$ cat src/rtl/button_pkg.sv
// Shared types and constants for the button reader: debounce FSM states,
// counter widths and parameter legality limits.
package button_pkg;

    typedef enum logic {
        REL = 1'b0,
        PRS = 1'b1
    } btn_state_e;

    localparam int unsigned SC_W = 4;
    localparam int unsigned RC_W = 6;

    localparam int unsigned NBTN_MAX   = 8;
    localparam int unsigned STABLE_MIN = 2;
    localparam int unsigned STABLE_MAX = 15;

endpackage

$ cat src/rtl/button_chan.sv
// One button channel: 2-flop synchronizer, debounce FSM with stability counter,
// and an auto-repeat counter when BTN_AUTOREPEAT_EN is defined.
module button_chan
    import button_pkg::*;
#(
    parameter int unsigned STABLE_TICKS = 4
`ifdef BTN_AUTOREPEAT_EN
    ,
    parameter int unsigned REPEAT_DELAY = 32,
    parameter int unsigned REPEAT_RATE  = 8
`endif
) (
    input  logic clk,
    input  logic NOTRESET,
    input  logic i_btn,
    input  logic i_tick,
    output logic o_level,
    output logic o_press,
    output logic o_release
);

    localparam logic [SC_W-1:0] ScLast = SC_W'(STABLE_TICKS - 1);

    logic            r_sync1;
    logic            r_sync2;
    btn_state_e      r_state;
    btn_state_e      w_state_d;
    logic [SC_W-1:0] r_sc;
    logic [SC_W-1:0] w_sc_d;
    logic            r_press;
    logic            w_press_d;
    logic            r_release;
    logic            w_release_d;
    logic            w_level;

    assign w_level = (r_state == PRS);

    always_comb begin
        w_state_d   = r_state;
        w_sc_d      = r_sc;
        w_press_d   = 1'b0;
        w_release_d = 1'b0;
        if (r_sync2 == w_level) begin
            w_sc_d = '0;
        end else if (i_tick) begin
            if (r_sc == ScLast) begin
                w_sc_d = '0;
                if (r_state == REL) begin
                    w_state_d = PRS;
                    w_press_d = 1'b1;
                end else begin
                    w_state_d   = REL;
                    w_release_d = 1'b1;
                end
            end else begin
                w_sc_d = r_sc + 1'b1;
            end
        end
    end

`ifdef BTN_AUTOREPEAT_EN
    localparam logic [RC_W-1:0] RcDelay  = RC_W'(REPEAT_DELAY);
    localparam logic [RC_W-1:0] RcReload = RC_W'(REPEAT_DELAY - REPEAT_RATE);

    logic [RC_W-1:0] r_rc;
    logic [RC_W-1:0] w_rc_d;
    logic [RC_W-1:0] w_rc_inc;
    logic            w_repeat;

    assign w_rc_inc = r_rc + 1'b1;

    // Counter only runs while the channel stays in PRS; entry or exit clears it.
    always_comb begin
        w_rc_d   = '0;
        w_repeat = 1'b0;
        if (r_state == PRS && w_state_d == PRS) begin
            w_rc_d = r_rc;
            if (i_tick) begin
                if (w_rc_inc == RcDelay) begin
                    w_rc_d   = RcReload;
                    w_repeat = 1'b1;
                end else begin
                    w_rc_d = w_rc_inc;
                end
            end
        end
    end

    always_ff @(posedge clk or negedge NOTRESET) begin
        if (!NOTRESET) begin
            r_rc <= '0;
        end else begin
            r_rc <= w_rc_d;
        end
    end
`else
    logic w_repeat;
    assign w_repeat = 1'b0;
`endif

    always_ff @(posedge clk or negedge NOTRESET) begin
        if (!NOTRESET) begin
            r_sync1   <= 1'b0;
            r_sync2   <= 1'b0;
            r_state   <= REL;
            r_sc      <= '0;
            r_press   <= 1'b0;
            r_release <= 1'b0;
        end else begin
            r_sync1   <= i_btn;
            r_sync2   <= r_sync1;
            r_state   <= w_state_d;
            r_sc      <= w_sc_d;
            r_press   <= w_press_d | w_repeat;
            r_release <= w_release_d;
        end
    end

    assign o_level   = w_level;
    assign o_press   = r_press;
    assign o_release = r_release;

endmodule

$ cat src/rtl/button_reader.sv
// Debounced multi-channel button reader with a shared prescaler tick.
// Optional auto-repeat on held buttons is enabled by defining BTN_AUTOREPEAT_EN.
module button_reader
    import button_pkg::*;
#(
    parameter int unsigned NBTN         = 4,
    parameter int unsigned TICK_BIT     = 18,
    parameter int unsigned STABLE_TICKS = 4,
    parameter int unsigned REPEAT_DELAY = 32,
    parameter int unsigned REPEAT_RATE  = 8
) (
    input  logic            clk,
    input  logic            NOTRESET,
    input  logic [NBTN-1:0] BTN,
    output logic [NBTN-1:0] LEVEL,
    output logic [NBTN-1:0] PRESS,
    output logic [NBTN-1:0] RELEASE,
    output logic            TICK
);

    if (NBTN < 1 || NBTN > NBTN_MAX) begin : g_bad_nbtn
        $error("button_reader: NBTN out of range");
    end
    if (STABLE_TICKS < STABLE_MIN || STABLE_TICKS > STABLE_MAX) begin : g_bad_stable
        $error("button_reader: STABLE_TICKS out of range");
    end
    if (REPEAT_RATE == 0 || REPEAT_RATE > REPEAT_DELAY || REPEAT_DELAY >= (1 << RC_W))
    begin : g_bad_repeat
        $error("button_reader: REPEAT_DELAY/REPEAT_RATE out of range");
    end

    logic [TICK_BIT:0] r_presc;
    logic              w_tick;

    assign w_tick = &r_presc;

    always_ff @(posedge clk or negedge NOTRESET) begin
        if (!NOTRESET) begin
            r_presc <= '0;
        end else begin
            r_presc <= r_presc + 1'b1;
        end
    end

    assign TICK = w_tick;

    for (genvar g = 0; g < NBTN; g++) begin : g_chan
        button_chan #(
            .STABLE_TICKS(STABLE_TICKS)
`ifdef BTN_AUTOREPEAT_EN
            ,
            .REPEAT_DELAY(REPEAT_DELAY),
            .REPEAT_RATE (REPEAT_RATE)
`endif
        ) u_chan (
            .clk      (clk),
            .NOTRESET (NOTRESET),
            .i_btn    (BTN[g]),
            .i_tick   (w_tick),
            .o_level  (LEVEL[g]),
            .o_press  (PRESS[g]),
            .o_release(RELEASE[g])
        );
    end

endmodule

$ cat config.mk
export PLATFORM = sky130hd
export DESIGN_NAME = button_reader
export DESIGN_NICKNAME = d
export VERILOG_FILES = /design/src/rtl/button_pkg.sv /design/src/rtl/button_chan.sv /design/src/rtl/button_reader.sv
export SDC_FILE = /design/constraint.sdc
export NUM_CORES = 1
export LEC_CHECK = 0
export ABC_AREA = 1
export CAP_MARGIN = 20
export CORE_MARGIN = 5
export CORE_UTILIZATION = 63
export DETAILED_ROUTE_END_ITERATION = 8
export MAX_ROUTING_LAYER = met4
export PLACE_DENSITY = 0.84
export SLEW_MARGIN = 15
export SYNTH_ARGS = -nofsm -noshare
export SYNTH_HDL_FRONTEND = slang
export SYNTH_SLANG_ARGS = --single-unit
$ cat constraint.sdc
create_clock -name clk -period 4.9 [get_ports clk]
set_clock_uncertainty 0.15 [all_clocks]
set_input_delay 1.47 -clock clk [delete_from_list [all_inputs] [get_ports clk]]
set_output_delay 1.47 -clock clk [all_outputs]
set_load 0.05 [all_outputs]
# Word-level counts from Yosys, hierarchy flattened
# Index checks and enable logic that the tools add are counted.
[word_totals]
register_bits = 55
latchBits = 0
ramBits = 0
mem_bits_ro = 0
input_bits = 6
elab_cells = 95
memories = 0
[op_classes]
n_addsub = 5
mul = 0
n_div = 0
magnitude_cmp = 0
eq_ne = 8
n_shift = 0
muxes = 44
bitwise_logic = 4
reduce_logical = 9
[op_table]
columns = ["cell", "n"]
rows = [
  ["21-bit AND reduction", 4],
  ["4-bit two-way mux", 12],
  ["1-bit two-way mux", 32],
  ["19-bit by 1-bit adder with 19-bit output (second input constant)", 1],
  ["19-bit AND reduction", 1],
  ["4-bit by 1-bit adder with 4-bit output (second input constant)", 4],
  ["4-bit by 2-bit equality test with 1-bit output (second input constant)", 4],
  ["2-bit nonzero test", 4],
  ["1-bit equality test", 4],
  ["1-bit inverter", 4],
]

# Longest topological paths before layout
# Gate-level depths: netlist of the first run.
[logic_depth]
ltp_word = 4
depth_mapped = 9

# Hierarchy
# From an unflattened synthesis of the first run, not the netlist that was laid out.
[unflattened]
hier_cells = 306
area_unflattened_um2 = 2715.1
[by_module_without_submodules]
columns = ["module", "instances", "cells_per_inst", "area_per_inst_um2"]
rows = [
  ["button_chan", 4, 48, 425.4],
  ["button_reader", 1, 114, 1013.5],
]

# Worst setup path after synthesis of the first run
# OpenSTA, ideal clock, no wires.
[synth_path]
path_kind = "reg2out"
from = "register r_presc[0]"
to = "output port TICK"
arrival_time_ns = 1.419
required_ns = 3.280
slack_ns = 1.861
path_stages_with_launch = 8
path_buffers = 0
path_cell_list = "dfrtp_1 -> ha_1 -> nand3_1 -> inv_2 -> nand2_4 -> nor2_8 -> nand2_4 -> inv_1"
[synth_between]
elab_chain_len = 1
[synth_lines]
columns = ["item", "line_no", "rtl"]
rows = [
  ["from (decl)", "button_reader.sv:32", "logic [TICK_BIT:0] r_presc;"],
  ["from (signal assigned)", "button_reader.sv:41", "r_presc <= r_presc + 1'b1;"],
  ["19-bit AND reduction", "button_reader.sv:35", "assign w_tick = &r_presc;"],
  ["to (decl)", "button_reader.sv:18", "output logic TICK"],
]
# No other way between the ends.

# Worst setup path after layout of the first run
# Ends and elaborated chain as after synthesis.

==> results of run 1 <==
## power by group through the flow
stage                     clock network [mW]  registers, mW  logic, mW
after floorplan                            0          0.467    0.00721
after global placement                     0          0.468     0.0219
after detailed placement                   0          0.468     0.0224
after CTS                              0.267          0.459     0.0226
after global routing                   0.285          0.459     0.0261
final                                  0.260          0.459     0.0217
## stage by stage
| step | cell area [um^2] | power (mW) |
|---|---|---|
| after global placement | 3000 | 0.490 |
| after floorplan | 2870 | 0.474 |
| after CTS | 3100 | 0.748 |
| final | 3100 | 0.740 |
| after detailed placement | 3000 | 0.490 |
| after global routing | 3100 | 0.770 |
## cells by family after synthesis
group	after synthesis	synth area share
DFF	55	0.479
buffers and inverters	59	0.0997
AOI/OAI and AO/OA	4	0.00827
xor gates and xnor gates	15	0.0457
adders and majority gates	5	0.0218
and+or+nand+nor	202	0.346
## final cells by class
| class | instances | area, um^2 |
|---|---|---|
| fillers | 334 | 1280 |
| repair buffers | 20 | 190 |
| multi-input cells | 226 | 1210 |
| flip-flops and latches | 55 | 1380 |
| inverters | 42 | 158 |
| clock buffers | 6 | 82.6 |
| clock inverters | 2 | 16.3 |
| well taps | 52 | 65.1 |
## worst max path at each step
stage / from / end / slack (ns) / cells after the start
after floorplan: r_presc[0] / TICK / 1.86 / 7
after global placement: r_presc[0] / TICK / 0.70 / 8
after detailed placement: r_presc[0] / TICK / 0.65 / 8
after CTS: r_presc[0] / TICK / 0.30 / 8
after global routing: r_presc[0] / TICK / 0.1 / 8
final: r_presc[0] / TICK / 0.28 / 8
## synth_stat cells (all sizes together)
library cell  count
ha                5
buf              16
dfrtp            55
nand4            29
a31oi             3
and2              1
nand3            35
nand3b            1
clkbuf            1
a21oi             1
xnor2             6
inv              42
nor2             27
xor2              9
nor3             11
nand2            98
## metal layers
metal / vias up / part of all wire
li1: 1116 / -
met1: 1057 / 0.46
met2: 42 / 0.49
met3: 5 / 0.045
met4: 0 / 0.0089
met5: - / 0
## sequential cells by signal, summed over array words and instances (netlist names)
register and cells:
g_chan.u_chan.o_release 4, g_chan.u_chan.o_level 4, r_presc 19, g_chan.u_chan.o_press 4, g_chan.u_chan.r_sync2 4, g_chan.u_chan.r_sync1 4
g_chan.u_chan.r_sc 16
## critical path, delay by kind of cell (launching register included)
| kind | cells | cell delay [ns] |
|---|---|---|
| buf+inv | 3 | 1.05 |
| flops | 1 | 0.58 |
| simple gates | 4 | 0.77 |
| fa+ha+maj | 1 | 0.26 |
==> out/qor.csv, run 1 <==
stage,metric,value,unit
synthesis,Synthesized Nets,351,
synthesis,Synth Instances,340,
drt,drt wl/cell,13.4,um
min_path,Worst Hold End,g_chan[1].u_chan.r_sync2,
drt,Residual DRC,0,
global_route,first-pass GRT wire length,9360,um
critical_path,Reg2Reg Depth,8,
critical_path,CP Max Fanout,25,
drt,total number of vias,2220,
synthesis,Synth Cell Area,2870,um^2
timing,post-layout min period,4.62,ns
cts,Post-CTS Hold Buffers,0,
cells_and_area,most common library cell in the layout ignoring fill and taps,nand2_1,
timing,relative slew slack,0.483,
synthesis,sequential share of the synthesized area,0.479,
min_path,Hold Path Stages,0,
drt,Post-Route WL,5390,um
critical_path,crit start category,flip-flop,
global_route,met2 GRT Util,0.317,
place,RePlAce Congestion,0.866,
floorplanning,Die Footprint,6010,um^2
place,pre-CTS setup slack,0.654,ns
drt,DR vias/cell,5.51,
power_and_ir_drop,PwrDens,239,nW/um^2
cts,H-tree depth,2,
global_route,initial antenna violation count,0,
timing,# setup viols final,0,
place,Final HPWL DP,3880,um
timing,final setup margin,0.279,ns
global_route,total track usage,0.199,
cells_and_area,n_diodes,0,
floorplanning,die width,77.5,um
run_status,outcome,"finished, final reports clean",
timing,Slew Limit Fails,0,
power_and_ir_drop,Leak Pwr,1.64,nW
cells_and_area,post-route insts no fill,403,
power_and_ir_drop,Reg power frac,0.620,
critical_path,internal reg-to-reg setup slack,2.71,ns
power_and_ir_drop,Net Sw Frac,0.220,
drt,Initial DRC Count,172,
cts,worst skew pair latency,0.31,ns
timing,RSZ-0062 raised after global routing,no,
critical_path,CP peak stage delay,0.81,ns
power_and_ir_drop,Clock power frac,0.351,
floorplanning,Rows,24,
global_route,largest net degree at the start of global routing,37,
critical_path,crit end category,output pin,
global_route,GRT Max-Usage Layer,met2,
job,max_cap viols,0,
cells_and_area,"commonest non-fill, non-tap cells in the layout","94 x nand2_1, 55 x dfrtp_1, 40 x inv_1, 35 x nand3_1, 29 x nand4_1",
floorplanning,Starting Density,0.656,
synthesis,synth top area cells,"dfrtp_1 48%, nand2_1 12%, nand4_1 6.3%",
global_route,GR Util met1,0.255,
critical_path,WS Path Type,reg2out,
power_and_ir_drop,Gate power share,0.029,
timing,post-route setup TNS,0,ns
drt,DR pass1 iterations,4,
global_route,met3 Usage GRT,0.0440,
global_route,vias in the first global route,2054,
critical_path,worst reg2reg startpoint,r_presc[0],
cts,CTS clock-pin slew for the worst setup and hold paths,0.10,ns
min_path,hold_sp,g_chan[1].u_chan.r_sync1,
global_route,total grt overflow,0,
synthesis,top-area cell type share of the netlist area,0.479,
place,Cells after DPL,395,
synthesis,Synth area leader,dfrtp_1,
power_and_ir_drop,P_int,0.578,mW
power_and_ir_drop,VDD IR max,0.155,mV
place,port buffer count,18,
min_path,type of the most critical hold path,reg2reg,
floorplanning,I/O Pins,19,
critical_path,worst reg2reg path endpoint,g_chan[0].u_chan.r_sc[3],
cts,Post-CTS Setup Inserts,0,
cts,Post-CTS Resized,0,
timing,FMAX,216,MHz
cells_and_area,Nets,361,
cells_and_area,layout cells sized above 1,0.0912,
critical_path,most frequent CP cell,nand2_4,
critical_path,CP arrival,3.00,ns
synthesis,synthesized flop and latch total,55,
cts,CTS tree,built,
cts,clock tree buffer depth,2,
critical_path,"Cell Chain, Critical Path","ha_1, nand3_1, inv_2, nand2_4, nor2_8, nand2_4, inv_1, clkdlybuf4s50_1",
timing,Final Cycle Share,0.943,
cts,clk sinks,55,
synthesis,Synth Warn #,0,
timing,measured slew at the worst slew-check pin,0.776,ns
cells_and_area,Area Overhead vs Synth,7.84,%
critical_path,CP max-delay cell,clkdlybuf4s50_1,
power_and_ir_drop,Net Sw Power,0.163,mW
cells_and_area,post-layout util,0.707,
floorplanning,Die Ht,77.5,um
cts,Root Buffer,clkbuf_8,
synthesis,Netlist cell types,25,
cts,clock buffer count from CTS,5,
timing,WHS,0.204,ns
timing,Fin. Hold Viols,0,
critical_path,Crit path required time,3.28,ns
synthesis,Synth Area per Inst,8.45,um^2
floorplanning,core area,4380,um^2
drt,antenna-violating nets left,0,
(Power assumes the default switching activity.)
==> inputs of run 2 (changes only) <==
--- a/config.mk
+++ b/config.mk
@@ -8,10 +8,11 @@
 export ABC_AREA = 1
 export CAP_MARGIN = 20
 export CORE_MARGIN = 5
-export CORE_UTILIZATION = 63
+export CORE_UTILIZATION = 65
+export CTS_BUF_LIST = sky130_fd_sc_hd__clkbuf_2 sky130_fd_sc_hd__clkbuf_4 sky130_fd_sc_hd__clkbuf_8
 export DETAILED_ROUTE_END_ITERATION = 8
 export MAX_ROUTING_LAYER = met4
-export PLACE_DENSITY = 0.84
+export PLACE_DENSITY = 0.87
 export SLEW_MARGIN = 15
 export SYNTH_ARGS = -nofsm -noshare
 export SYNTH_HDL_FRONTEND = slang
==> run 2 against run 1 <==
Compared with the run above:
- die area down 2.7%
- non-clock buffer count unchanged
- sequential power about the same
- critical endpoint unchanged
- sequential cell count unchanged
- highest routed layer unchanged
- largest power group unchanged
==> out/qor.csv, run 2 (synthesis gave the netlist of run 1 again) <==
stage,metric,value,unit
drt,antenna-violating nets left,0,
min_path,hold_sp,g_chan[0].u_chan.r_sync1,
cells_and_area,fin area,3090,um^2
power_and_ir_drop,VDD IR max,0.223,mV
critical_path,crit end category,output pin,
floorplanning,I/O Pins,19,
timing,FMAX,219,MHz
timing,Fin. Hold Viols,0,
timing,measured slew at the worst slew-check pin,0.573,ns
cts,clk sinks,55,
drt,total number of vias,2198,
drt,Residual DRC,0,
global_route,largest net degree at the start of global routing,30,
critical_path,Reg2Reg Depth,8,
cts,CTS tree,built,
run_status,outcome,"finished, final reports clean",
critical_path,CP Max Fanout,25,
global_route,total grt overflow,0,
cts,clock buffer count from CTS,5,
cts,clock tree buffer depth,2,
drt,DR vias/cell,5.45,
drt,drt wl/cell,13.5,um
timing,Slew Limit Fails,0,
floorplanning,core area,4320,um^2
critical_path,worst reg2reg startpoint,r_presc[0],
drt,Post-Route WL,5460,um
power_and_ir_drop,Leak Pwr,1.64,nW
floorplanning,die width,76.5,um
cts,Root Buffer,clkbuf_8,
cells_and_area,Area Overhead vs Synth,7.49,%
critical_path,Crit path required time,3.28,ns
timing,relative slew slack,0.618,
min_path,Hold Path Stages,0,
cts,Post-CTS Hold Buffers,0,
cts,CTS clock-pin slew for the worst setup and hold paths,0.09,ns
min_path,type of the most critical hold path,reg2reg,
cells_and_area,"commonest non-fill, non-tap cells in the layout","94 x nand2_1, 55 x dfrtp_1, 40 x inv_1, 35 x nand3_1, 29 x nand4_1",
critical_path,WS Path Type,reg2out,
global_route,total track usage,0.204,
timing,post-route setup TNS,0,ns
drt,Initial DRC Count,192,
floorplanning,Rows,24,
job,max_cap viols,0,
cts,Post-CTS Setup Inserts,0,
floorplanning,Starting Density,0.665,
cts,H-tree depth,2,
floorplanning,Die Ht,76.5,um
cells_and_area,layout cells sized above 1,0.0912,
place,pre-CTS setup slack,0.662,ns
cells_and_area,most common library cell in the layout ignoring fill and taps,nand2_1,
global_route,initial antenna violation count,0,
global_route,first-pass GRT wire length,9550,um
place,port buffer count,18,
timing,Final Cycle Share,0.934,
timing,RSZ-0062 raised after global routing,no,
cells_and_area,largest register by flop count,r_presc,
global_route,vias in the first global route,2142,
place,RePlAce Congestion,0.917,
power_and_ir_drop,PwrDens,235,nW/um^2
drt,DR pass1 iterations,4,
timing,# setup viols final,0,
min_path,Worst Hold End,g_chan[0].u_chan.r_sync2,
cells_and_area,max FFs per register,19,
cells_and_area,post-layout util,0.714,
cells_and_area,biggest regs,"r_presc (19), g_chan.u_chan.r_sc (16)",
timing,post-layout min period,4.57,ns
cells_and_area,Nets,361,
cells_and_area,fill count,340,
cts,worst skew pair latency,0.30,ns
place,Final HPWL DP,3930,um
critical_path,internal reg-to-reg setup slack,2.73,ns
floorplanning,Die Footprint,5850,um^2
cts,Post-CTS Resized,0,
cells_and_area,n_diodes,0,
timing,final setup margin,0.325,ns
critical_path,CP arrival,2.95,ns
critical_path,crit start category,flip-flop,
critical_path,worst reg2reg path endpoint,g_chan[2].u_chan.r_sc[3],
place,placed inst area,3000,um^2
-- run 2: changes by cell type in the layout (fill, tap and decap cells not counted), sizes merged --
cell / previous run / this run
clkinvlp: 1 / 0
clkbuf: 6 / 7
-- run 2: worst max-delay path by stage --
stage / cells after the start / to / slack (ns) / start
final: 8 / TICK / 0.33 / r_presc[0]
after detailed placement: 8 / TICK / 0.66 / r_presc[0]
after global placement: 8 / TICK / 0.70 / r_presc[0]
after global routing: 8 / TICK / 0.09 / r_presc[0]
after CTS: 8 / TICK / 0.32 / r_presc[0]
after floorplan: 7 / TICK / 1.86 / r_presc[0]
-- run 2: power by group --
part,total [mW],internal [mW],switching (mW)
Sequential,0.459,0.457,0.00199
Combinational,0.0220,0.00558,0.0164
Clock,0.246,0.112,0.134
-- run 2: critical path, stage by stage (launching register included) --
cell             delay (ns)
dfrtp_1                0.56
ha_1                   0.26
nand3_1                0.17
inv_2                  0.10
nand2_4                0.08
nor2_8                 0.28
nand2_4                0.25
inv_1                  0.13
clkdlybuf4s50_1        0.82
-- run 2: per-stage QoR --
| step | std cells | power, mW | hold WS [ns] |
|---|---|---|---|
| detailed placement | 395 | 0.490 | 0.186 |
| finish | 403 | 0.727 | 0.204 |
| floorplan | 340 | 0.474 | 0.181 |
| CTS | 403 | 0.737 | 0.208 |
| global placement | 395 | 0.489 | 0.183 |
| global route | 403 | 0.766 | 0.217 |
-- run 2: layer usage --
metal	GRT usage	up-vias	wire length, um
li1	-	1114	-
met1	0.261	1040	2510
met4	0.0577	0	46
met2	0.329	38	2700
met5	-	-	0
met3	0.0414	6	201
-- run 2: layout make-up --
cell class / instances / area [um^2] / area share
clock buffer: 7 / 83.8 / 0.0271
clock inverter: 1 / 5.00 / 0.00162
inverter: 42 / 158 / 0.0510
multi-input combinational: 226 / 1210 / 0.392
sequential: 55 / 1380 / 0.446
tap: 52 / 65.1 / 0.0211
timing repair buffer: 20 / 190 / 0.0616
